File: config.mk
export PLATFORM = sky130hd
export DESIGN_NAME = nanov_alu_serial
export DESIGN_NICKNAME = d
export VERILOG_FILES = /design/src/rtl/nanov_alu_pkg.sv /design/src/rtl/nanov_alu_digit.sv /design/src/rtl/nanov_alu_serial.sv
export SDC_FILE = /design/constraint.sdc
export NUM_CORES = 1
export LEC_CHECK = 0
export ABC_AREA = 1
export CAP_MARGIN = 30
export CORE_MARGIN = 10
export CORE_UTILIZATION = 47
export DETAILED_ROUTE_END_ITERATION = 8
export PLACE_DENSITY = 0.75
export RECOVER_POWER = 25
export SLEW_MARGIN = 20
export SYNTH_ARGS = -nofsm -noshare
export SYNTH_HDL_FRONTEND = slang
export SYNTH_HIERARCHICAL = 1
export SYNTH_SLANG_ARGS = --single-unit
File: constraint.sdc
create_clock -name clk -period 2.4 [get_ports clk]
set_input_delay 0.24 -clock clk [delete_from_list [all_inputs] [get_ports clk]]
set_output_delay 0.24 -clock clk [all_outputs]
set_load 0.02 [all_outputs]
File: src/rtl/nanov_alu_pkg.sv
// ----------------------------------------------------------------------------
// nanov_alu_pkg
// Shared definitions for the nanoV digit-serial ALU.
//   - ALU op encodings (4-bit codes presented on the op port with start)
//   - FSM state enum used by the top level
//   - small decode helpers shared by the top level and the digit slice
// Configuration macro: NANOV_ALU_ZBB_EN. It enables ANDN/ORN/XNOR in
// nanov_alu_digit; the encodings are always declared here.
// ----------------------------------------------------------------------------
package nanov_alu_pkg;

  // Op encodings. Bit 3 marks "invert B" for subtract and for the Zbb
  // logic variants. Bit 2 marks the logic class.
  localparam logic [3:0] ALU_ADD  = 4'b0000;
  localparam logic [3:0] ALU_SUB  = 4'b1000;
  localparam logic [3:0] ALU_SLT  = 4'b0010;
  localparam logic [3:0] ALU_SLTU = 4'b0011;
  localparam logic [3:0] ALU_AND  = 4'b0111;
  localparam logic [3:0] ALU_OR   = 4'b0110;
  localparam logic [3:0] ALU_XOR  = 4'b0100;
  localparam logic [3:0] ALU_ANDN = 4'b1111;
  localparam logic [3:0] ALU_ORN  = 4'b1110;
  localparam logic [3:0] ALU_XNOR = 4'b1100;

  // Sequencer states: IDLE waits for start, RUN consumes digits 1..N-1.
  typedef enum logic {
    ST_IDLE,
    ST_RUN
  } alu_state_e;

  // Logic class: op[2] set, with op[1:0] selecting AND/OR/XOR.
  // Code pattern x101 has no logic meaning and is treated as undefined.
  function automatic logic isLogicOp(input logic [3:0] opCode);
    return opCode[2] && (opCode[1:0] != 2'b01);
  endfunction

  function automatic logic isAddSub(input logic [3:0] opCode);
    return (opCode == ALU_ADD) || (opCode == ALU_SUB);
  endfunction

  function automatic logic isCmpOp(input logic [3:0] opCode);
    return (opCode == ALU_SLT) || (opCode == ALU_SLTU);
  endfunction

  // B inversion for the adder. Defined codes follow op[3]|op[1]. Undefined
  // codes force a subtract so their lt/eq flags behave exactly like SUB.
  function automatic logic aluBinv(input logic [3:0] opCode);
    if (isAddSub(opCode) || isCmpOp(opCode) || isLogicOp(opCode)) begin
      return opCode[3] | opCode[1];
    end
    return 1'b1;
  endfunction

endpackage

File: src/rtl/nanov_alu_digit.sv
// ----------------------------------------------------------------------------
// nanov_alu_digit
// Purely combinational DW-bit slice of the serial ALU. It computes one
// result digit, the carry out of the digit adder, and the candidate
// less-than flag that applies when this digit is the final (MSB) digit.
//
// Ports
//   op    in   4    op code in effect for this digit
//   a     in   DW   operand A digit
//   b     in   DW   operand B digit
//   cin   in   1    carry into this digit
//   d     out  DW   result digit (sum, logic result, or zero)
//   cout  out  1    carry out of the DW+1-bit digit sum
//   lts   out  1    lt flag if this is the final digit
//   zero  out  1    the value that feeds the eq accumulation is zero
//
// Configuration macro: NANOV_ALU_ZBB_EN
//   defined   : for logic codes, op[3] inverts b (ANDN/ORN/XNOR)
//   undefined : op[3] is ignored for logic codes
// ----------------------------------------------------------------------------
module nanov_alu_digit
  import nanov_alu_pkg::*;
#(
  parameter int DW = 4
) (
  input  logic [3:0]    op,
  input  logic [DW-1:0] a,
  input  logic [DW-1:0] b,
  input  logic          cin,
  output logic [DW-1:0] d,
  output logic          cout,
  output logic          lts,
  output logic          zero
);

  logic          binv;
  logic [DW-1:0] bArith;
  logic [DW-1:0] bLogic;
  logic [DW-1:0] logicRes;
  logic [DW:0]   sum;

  // Digit adder plus logic unit. The adder always runs, even for logic ops,
  // because compare flags and undefined codes are derived from it. The
  // extra MSB of the sum is the carry chained into the next digit.
  always_comb begin
    binv   = aluBinv(op);
    bArith = binv ? ~b : b;
    sum    = {1'b0, a} + {1'b0, bArith} + {{DW{1'b0}}, cin};
    cout   = sum[DW];

`ifdef NANOV_ALU_ZBB_EN
    bLogic = op[3] ? ~b : b;
`else
    bLogic = b;
`endif

    case (op[1:0])
      2'b11:   logicRes = a & bLogic;
      2'b10:   logicRes = a | bLogic;
      default: logicRes = a ^ bLogic;
    endcase

    // Compares drive zeros on d; the core reads lt instead.
    if (isLogicOp(op)) begin
      d = logicRes;
    end else if (isAddSub(op)) begin
      d = sum[DW-1:0];
    end else begin
      d = '0;
    end

    // eq tracks the logic result for logic ops and the adder output
    // otherwise, which makes SLT/SLTU/undefined report a == b like SUB.
    zero = isLogicOp(op) ? (logicRes == '0) : (sum[DW-1:0] == '0);

    // Unsigned: borrow means a < b. Signed: N ^ V collapses to
    // a_msb ^ b'_msb ^ carry_out.
    if (op == ALU_SLTU) begin
      lts = ~sum[DW];
    end else begin
      lts = a[DW-1] ^ bArith[DW-1] ^ sum[DW];
    end
  end

endmodule

File: src/rtl/nanov_alu_serial.sv
// ----------------------------------------------------------------------------
// nanov_alu_serial
// Digit-serial ALU for the nanoV core. Operands arrive LSB digit first, DW
// bits per cycle, for N = XLEN/DW back-to-back cycles. Carry, digit count and
// zero accumulation are kept here; the result stream and flags are registered.
//
// Ports
//   clk      in   1    core clock
//   rstn     in   1    asynchronous active-low reset
//   start    in   1    digit 0 of a new op is on a/b; latches op
//   op       in   4    ALU op, sampled only with start
//   a        in   DW   operand A digit
//   b        in   DW   operand B digit
//   d        out  DW   registered result digit
//   d_valid  out  1    d holds a valid digit
//   done     out  1    pulse with the final valid digit
//   lt       out  1    compare result, held from done to the next done
//   eq       out  1    whole result zero, held from done to the next done
//   busy     out  1    digits 1..N-1 of the current op still expected
//
// Configuration macro: NANOV_ALU_ZBB_EN (handled in nanov_alu_digit).
// ----------------------------------------------------------------------------
module nanov_alu_serial
  import nanov_alu_pkg::*;
#(
  parameter int XLEN = 32,
  parameter int DW   = 4
) (
  input  logic          clk,
  input  logic          rstn,
  input  logic          start,
  input  logic [3:0]    op,
  input  logic [DW-1:0] a,
  input  logic [DW-1:0] b,
  output logic [DW-1:0] d,
  output logic          d_valid,
  output logic          done,
  output logic          lt,
  output logic          eq,
  output logic          busy
);

  localparam int N  = XLEN / DW;
  localparam int CW = (N > 1) ? $clog2(N) : 1;
  localparam logic [CW-1:0] CNT_LAST = CW'(N - 1);

  alu_state_e    state_q;
  logic [CW-1:0] cnt_q;
  logic [3:0]    op_q;
  logic          cy_q;
  logic          zacc_q;

  logic [3:0]    opCur;
  logic          cinCur;
  logic          digitActive;
  logic          lastDigit;
  logic          zeroAll_d;

  logic [DW-1:0] digitD;
  logic          digitCout;
  logic          digitLt;
  logic          digitZero;

  // Current-digit control. On a start cycle the live op port applies and
  // carry-in is the B-inversion bit; afterwards the latched op and the
  // chained carry take over. A start overrides any op in flight, which is
  // how an abort simply becomes a fresh op.
  always_comb begin
    opCur       = start ? op : op_q;
    cinCur      = start ? aluBinv(op) : cy_q;
    digitActive = start || (state_q == ST_RUN);
    if (start) begin
      lastDigit = (N == 1);
    end else begin
      lastDigit = (state_q == ST_RUN) && (cnt_q == CNT_LAST);
    end
    zeroAll_d = (start ? 1'b1 : zacc_q) & digitZero;
  end

  nanov_alu_digit #(
    .DW(DW)
  ) u_digit (
    .op  (opCur),
    .a   (a),
    .b   (b),
    .cin (cinCur),
    .d   (digitD),
    .cout(digitCout),
    .lts (digitLt),
    .zero(digitZero)
  );

  // Sequencer, carry/zero accumulators and all registered outputs. The
  // counter holds the index of the digit expected next, so it is 1 right
  // after start and the op ends when digit N-1 is consumed. lt/eq only move
  // on the final digit, so they stay stable while the next op streams.
  always_ff @(posedge clk or negedge rstn) begin
    if (!rstn) begin
      state_q <= ST_IDLE;
      cnt_q   <= '0;
      op_q    <= ALU_ADD;
      cy_q    <= 1'b0;
      zacc_q  <= 1'b1;
      d       <= '0;
      d_valid <= 1'b0;
      done    <= 1'b0;
      lt      <= 1'b0;
      eq      <= 1'b0;
      busy    <= 1'b0;
    end else begin
      d       <= digitActive ? digitD : '0;
      d_valid <= digitActive;
      done    <= lastDigit;

      if (digitActive) begin
        cy_q   <= digitCout;
        zacc_q <= zeroAll_d;
      end

      if (lastDigit) begin
        lt <= digitLt;
        eq <= zeroAll_d;
      end

      if (start) begin
        op_q    <= op;
        cnt_q   <= CW'(1);
        state_q <= (N > 1) ? ST_RUN : ST_IDLE;
        busy    <= (N > 1);
      end else if (state_q == ST_RUN) begin
        if (cnt_q == CNT_LAST) begin
          state_q <= ST_IDLE;
          cnt_q   <= '0;
          busy    <= 1'b0;
        end else begin
          cnt_q <= cnt_q + 1'b1;
        end
      end
    end
  end

endmodule

==> impl_metrics.csv, run 1 <==
group,metric,value,unit
logic_synthesis,synth_xor_area_frac,0.0326,
critical_path,start_kind,"flop",
grt,grt_pass1_wl,4950,um
logic_synthesis,synth_compound_area_frac,0.0772,
clock_network,htree_levels,1,
sta,slew_headroom,0.462,
logic_synthesis,synth_top_cell_area_share,0.335,
die,coreArea,2760,um2
die,die_w,73.5,um
power,p_leak,0.919,nW
place,globalplace.congestion,0.875,
die,die_h,73.5,um
sta,clock-skew-final,2.04,ps
sta,finalMaxSlewViolations,0,
logic_synthesis,synthMuxAreaShare,0,
critical_path,cpLargestDelayFamily,"adder cells",
power,finalPower,0.952,mW
layout,finish.utilization,0.635,
logic_synthesis,synth_cells,165,
detailed_routing,firstDrtPassIters,4,
logic_synthesis,synth_edf_count,0,
logic_synthesis,synth_seq_cells,19,
critical_path,max_stage_delay,550,ps
power,pwr_density_cell,544,nW/um2
logic_synthesis,ys.warnings.count,6,
logic_synthesis,yosysMostFrequentCell,"nand2_1",
layout,drive_gt1_frac,0.210,
clock_network,clk_pin_slew,100,ps
logic_synthesis,yosys-top-cells-area,"dfrtp_1, ha_1, nand2_1",
grt,grt_overflow_total,0,
detailed_routing,vias,1156,
critical_path,crit_path_max_fanout,2,
place,dpl_cell_area,1670,um2
grt,grt_max_degree,20,
logic_synthesis,synthSimpleGateAreaFrac,0.283,
die,initial_core_util,0.488,
critical_path,crit_buf_inv,1,
sta,hold_viol,0,
logic_synthesis,synth-seq-area-share,0.354,
place,io_buffers,23,
critical_path,worstPathArrival,2600,ps
layout,final_area,1750,um2
status,status,"completed",
logic_synthesis,syn_nets,195,
critical_path,end_kind,"flop",
clock_network,cts_max_path_buffers,2,
grt,antenna_found_initial,0,
grt,grtUsageTotal,0.114,
die,dieArea,5400,um2
power,peakVddDrop,401,uV
detailed_routing,wl_per_cell,12.7,um
clock_network,root_buffer,"clkbuf_4",
sta,rsz0062_at_grt,"yes",
logic_synthesis,synth_cell_types,30,
clock_network,cts_tree,"yes",
detailed_routing,drt-total-wl,2930,um
logic_synthesis,netlist_area,1350,um2
sta,final.setup.tns,0,ps
sta,final-setup-viol-count,0,
detailed_routing,drtAntennaViolNets,0,
die,row_count,19,
detailed_routing,drc,0,
logic_synthesis,synth.avg_cell_area,8.15,um2
layout,area_growth,30.1,%
clock_network,clkLatencyLatePin,300,ps
logic_synthesis,synth_ff_type,"dfrtp_1",
min_path,hp-class,"input pin to asynchronous set/reset pin",
detailed_routing,via_per_inst,5.00,
detailed_routing,drt_iter0_drc,58,
critical_path,crit_type,"flop to flop",
critical_path,cp_slowest_cell,"fa_2",
sta,fin_crit,2390,ps
critical_path,startpoint,"op_q[1]$_DFF_PN0_",
clock_network,cts_buffers,3,
grt,grt_pass1_vias,1113,
sta,period_share,0.996,
logic_synthesis,synthArstFlopShare,1.00,
critical_path,cp_cell_sequence,"nor2_1 -> nor2_2 -> nor2_4 -> nand2_4 -> xor2_2 -> fa_2 -> fa_2 -> nor2_1 -> nand2_1 -> nor2_1 -> nand2_1 -> nand2_2 -> nand2_2 -> inv_1 -> nand2_1 -> nand2_1",
clock_network,cts_sinks,19,
sta,worstMarginPinSlew,805,ps
logic_synthesis,synth_top_family_by_area,"simple AND/OR/NAND/NOR gates",
critical_path,crit_path_frequent_cell,"nand2_1",
logic_synthesis,synth_area_leader_cell,"dfrtp_1",
critical_path,critical_path_required,2610,ps
logic_synthesis,ys_top_cells_by_count,"nand2_1, inv_1, dfrtp_1",
sta,fmax,418,MHz
critical_path,worstReg2RegStart,"op_q[1]$_DFF_PN0_",
layout,fin_nets,231,
logic_synthesis,synthAdderAreaFrac,0.151,
sta,whs,394,ps
die,io_pins,24,
flow_run,cap_violations,0,
layout,antennaDiodeCount,0,
place,place_hpwl,2460,um
path summary, 6_finish.rpt:
kind                       cells past startpoint                    to  slack (ps)
setup / recovery                              16        eq$_DFFE_PN0P_          10
hold reg to reg                                2      busy$_DFFE_PN0P_         480
min in group clk                               2      busy$_DFFE_PN0P_         480
hold / removal                                 1  cnt_q[2]$_DFFE_PN0N_         390
setup reg to reg                              16        eq$_DFFE_PN0P_          10
max in group asynchronous                      1     op_q[2]$_DFF_PN0_        1510
repair_timing:
| action | in CTS | in global routing |
|---|---|---|
| hold buffers | 0 | 0 |
| resized for setup | 2 | 10 |
| buffers inserted | 0 | 2 |
| pin swaps | 0 | 3 |
| setup endpoints to repair | 4 | 4 |
placed cells by master, fill, tap and decap left out:
cell type and count:
xor2_1 2, o21ai_1 4, dfstp_2 1, a22o_1 1, a21oi_2 2, or2_1 1
nand3b_1 2, fa_2 2, clkinv_2 1, nor2_2 2, dfrtp_1 18, nor2_4 2
o211ai_2 1, clkdlybuf4s50_1 20, inv_1 24, dlymetal6s2s_1 2, clkbuf_1 2, nand3_2 2
nand2_2 7, xnor2_2 1, nand4_1 1, nor2_1 14, nand2_1 36, inv_6 1
ha_1 13, nand2_4 1, clkdlybuf4s15_1 1, clkbuf_4 3, nor2_8 1, nand3_1 12
inv_2 3, a21oi_1 3, buf_4 9, xor2_2 2, o21ai_0 1, a21o_1 1
o31ai_4 1
state kept, by name (all words and copies together) (netlist names):
name and count:
d 4, op_q 4, cnt_q 3, busy 1
cy_q 1, d_valid 1, done 1, eq 1
lt 1, state_q 1, zacc_q 1
stage by stage:
step                cells  setup slack [ps]
detailed placement    225              -582
global placement      225              -472
global route          231              -106
floorplan             165             -58.5
finish                231              9.68
CTS                   229             0.433
report_power, final:
group          total (mW)  internal, mW  switching [mW]  leakage, nW
Sequential          0.387         0.365          0.0223        0.227
Combinational       0.403         0.185           0.218        0.674
Clock               0.161        0.0622          0.0990       0.0177
routing by layer:
layer,track usage,share of wire
met2,0.192,0.49
met5,0,0
met4,0.0642,0.030
met1,0.127,0.43
met3,0.0283,0.050
area by class of cell:
type	instances	area (um2)
Multi-Input combinational cell	115	787
Sequential cell	19	477
Clock inverter	1	5.00
Clock buffer	3	22.5
Inverter	28	110
Tap cell	31	38.8
Fill cell	239	1010
Timing Repair Buffer	34	310
cell families (layout without fill, tap and decap cells):
| logic type | Yosys count | after routing |
|---|---|---|
| simple gates | 81 | 81 |
| compound gates | 14 | 14 |
| xor+xnor | 5 | 5 |
| flops | 19 | 19 |
| buf+inv | 31 | 66 |
| fa+ha+maj | 15 | 15 |
Note: power is estimated with default switching activity, not from simulation.
==> inputs of run 2 (changes only) <==
- CAP_MARGIN: 30 -> 20
==> results of run 2 <==
Same layout as run 1: the final DEF is identical, and so are final timing and power.
==> inputs of run 3 (changes only) <==
- CELL_PAD_IN_SITES_DETAIL_PLACEMENT: default -> 1
- CELL_PAD_IN_SITES_GLOBAL_PLACEMENT: default -> 1
- CORE_UTILIZATION: 47 -> 38
- PLACE_DENSITY: 0.75 -> default
- PLACE_DENSITY_LB_ADDON: default -> 0.1
- clock period: 2.4 -> 2.2 ns (I/O delays scaled with it)
==> run 3 against run 2 <==
Non-clock buffer count grew 9. Final cell count is 10% higher. Power is 18% higher. Sequential power grew 10%. The flow now finishes with violations (setup timing). Clock skew increased by 1.7 ps. Global-route usage rose by 1.3 points. Largest cell class unchanged. First-iteration DRC count decreased by 5.2%. Count of clock-buffer cells in the layout is 1 higher. Worst setup slack got worse by 230 ps. Combinational power increased by 30%. Final area is 7.5% higher. Hold slack better by 100 ps. Critical endpoint is now lt$_DFFE_PN0P_.
==> impl_metrics.csv, run 3 (synthesized netlist as in run 1, its figures left out) <==
group,metric,value,unit
detailed_routing,drtAntennaViolNets,0,
sta,period_share,1.10,
critical_path,worstReg2RegStart,"op_q[1]$_DFF_PN0_",
grt,grt_pass1_wl,6440,um
place,numPlacedInstances,246,
detailed_routing,drt_iter0_drc,55,
layout,ff_latch_area,477,um2
grt,grt_overflow_total,0,
sta,finalMaxSlewViolations,0,
sta,hold_viol,0,
critical_path,end_kind,"flop",
layout,area_growth,39.9,%
critical_path,critical_path_required,2430,ps
critical_path,max_stage_delay,400,ps
critical_path,crit_type,"flop to flop",
layout,multi_input_area,831,um2
sta,fin_ws,-221,ps
clock_network,cts_buffers,3,
sta,clock-skew-final,3.70,ps
layout,final_common_cell,"nand2_1",
layout,nFillCells,419,
detailed_routing,via_per_inst,4.85,
die,io_pins,24,
die,coreArea,3390,um2
detailed_routing,drt-total-wl,3970,um
die,initial_core_util,0.397,
grt,antenna_found_initial,0,
die,row_count,21,
grt,grt_pass1_vias,1409,
flow_run,cap_violations,0,
clock_network,clk_pin_slew,110,ps
detailed_routing,wl_per_cell,15.6,um
grt,grtUsageTotal,0.127,
clock_network,hold_buffers,0,
place,globalplace.congestion,0.804,
place,dpl_cell_area,1750,um2
grt,grt_max_degree,20,
layout,fin_nets,240,
critical_path,start_kind,"flop",
sta,rsz0062_at_grt,"yes",
layout,antennaDiodeCount,0,
layout,reg_top3,"d: 4 flops, op_q: 4 flops, cnt_q: 3 flops",
power,pwr_density_cell,595,nW/um2
clock_network,clkLatencyLatePin,290,ps
place,place_hpwl,3220,um
critical_path,cp_cell_sequence,"nor2_2 -> nor2_2 -> nor2_4 -> nand2_4 -> xor2_2 -> fa_2 -> fa_2 -> a21o_1 -> a21oi_2 -> nand2_1 -> o21ai_1 -> nand4_1 -> nand2_1",
power,p_leak,0.954,nW
min_path,holdCritStartpoint,"busy$_DFFE_PN0P_",
power,finalPower,1.12,mW
sta,fmax,413,MHz
sta,final-setup-viol-count,6,
min_path,hp-class,"flop to flop",
die,die_w,79.5,um
clock_network,htree_levels,1,
layout,drive_gt1_frac,0.292,
critical_path,worstPathArrival,2650,ps
layout,mostFrequentLayoutCells,"nand2_1, inv_1, clkdlybuf4s50_1, dfrtp_1, buf_4",
sta,worstMarginPinSlew,1040,ps
status,violations,"setup timing",
clock_network,cts_max_path_buffers,2,
detailed_routing,firstDrtPassIters,4,
power,peakVddDrop,234,uV
clock_network,cts_sinks,19,
status,status,"complete, but fails checks",
layout,final_area,1880,um2
clock_network,cts_tree,"yes",
clock_network,root_buffer,"clkbuf_4",
place,io_buffers,23,
sta,final.setup.tns,-884,ps
sta,slew_headroom,0.309,
critical_path,crit_path_max_fanout,2,
critical_path,cp_slowest_cell,"fa_2",
detailed_routing,vias,1237,
die,dieArea,6320,um2
die,die_h,79.5,um
layout,finalNonFillerCells,255,
critical_path,startpoint,"op_q[1]$_DFF_PN0_",
detailed_routing,drc,0,
sta,fin_crit,2420,ps
[run 3: cell count changes in the layout (fill, tap and decap cells not counted), sizes merged]
cell,delta
dlygate4sd2,+2
dlygate4sd3,+1
clkinv,-1
buf,+10
dlymetal6s2s,-2
clkdlybuf4s15,-1
[run 3: final cells by class]
type / instances / share of cell area
Tap cell: 46 / 0.0306
Timing Repair Buffer: 43 / 0.201
Inverter: 28 / 0.0598
Sequential cell: 19 / 0.253
Clock buffer: 4 / 0.0140
Multi-Input combinational cell: 115 / 0.441
[run 3: final timing paths]
path,slack (ps),cells past startpoint,to
max in group asynchronous,950,2,op_q[3]$_DFF_PN0_
worst max-delay path,-220,13,lt$_DFFE_PN0P_
worst min register to register,490,2,busy$_DFFE_PN0P_
worst max register to register,-220,13,lt$_DFFE_PN0P_
min in group asynchronous,630,2,lt$_DFFE_PN0P_
worst min-delay path,490,2,busy$_DFFE_PN0P_
[run 3: power breakdown]
group | internal, mW | switching (mW) | total [mW]
Sequential | 0.398 | 0.0276 | 0.426
Combinational | 0.239 | 0.283 | 0.522
Clock | 0.0703 | 0.102 | 0.172
[run 3: repair_timing]
item | CTS | global route
setup buffers | 5 | 1
pin swaps | 19 | 7
resized for setup | 13 | 5
setup endpoints to repair | 7 | 7
[run 3: per-layer routing]
metal  part of all wire  global-route usage  wire (um)  up-vias
met3              0.025              0.0113         98        6
met4              0.020              0.0538         79        0
met5                  0                   0          0        -
met1               0.38               0.123       1510      613
li1                   -                   -          -      598
met2               0.57               0.259       2280       20
[run 3: metrics by stage]
step / hold WS [ps] / setup slack (ps) / util
final: 494 / -221 / 0.555
after global routing: 521 / -350 / 0.555
after CTS: 273 / -300 / 0.547
after detailed placement: 480 / -785 / 0.518
after global placement: 456 / -666 / 0.518
after floorplan: -75.6 / -191 / -
[run 3: critical path, delay by kind of cell, from the launching register on]
kind                     cells  cell delay, ps
flip-flops                   1             390
AO/OA/AOI/OAI                3             440
XOR/XNOR                     1             140
adder cells (fa/ha/maj)      2             770
AND/OR/NAND/NOR              7             620
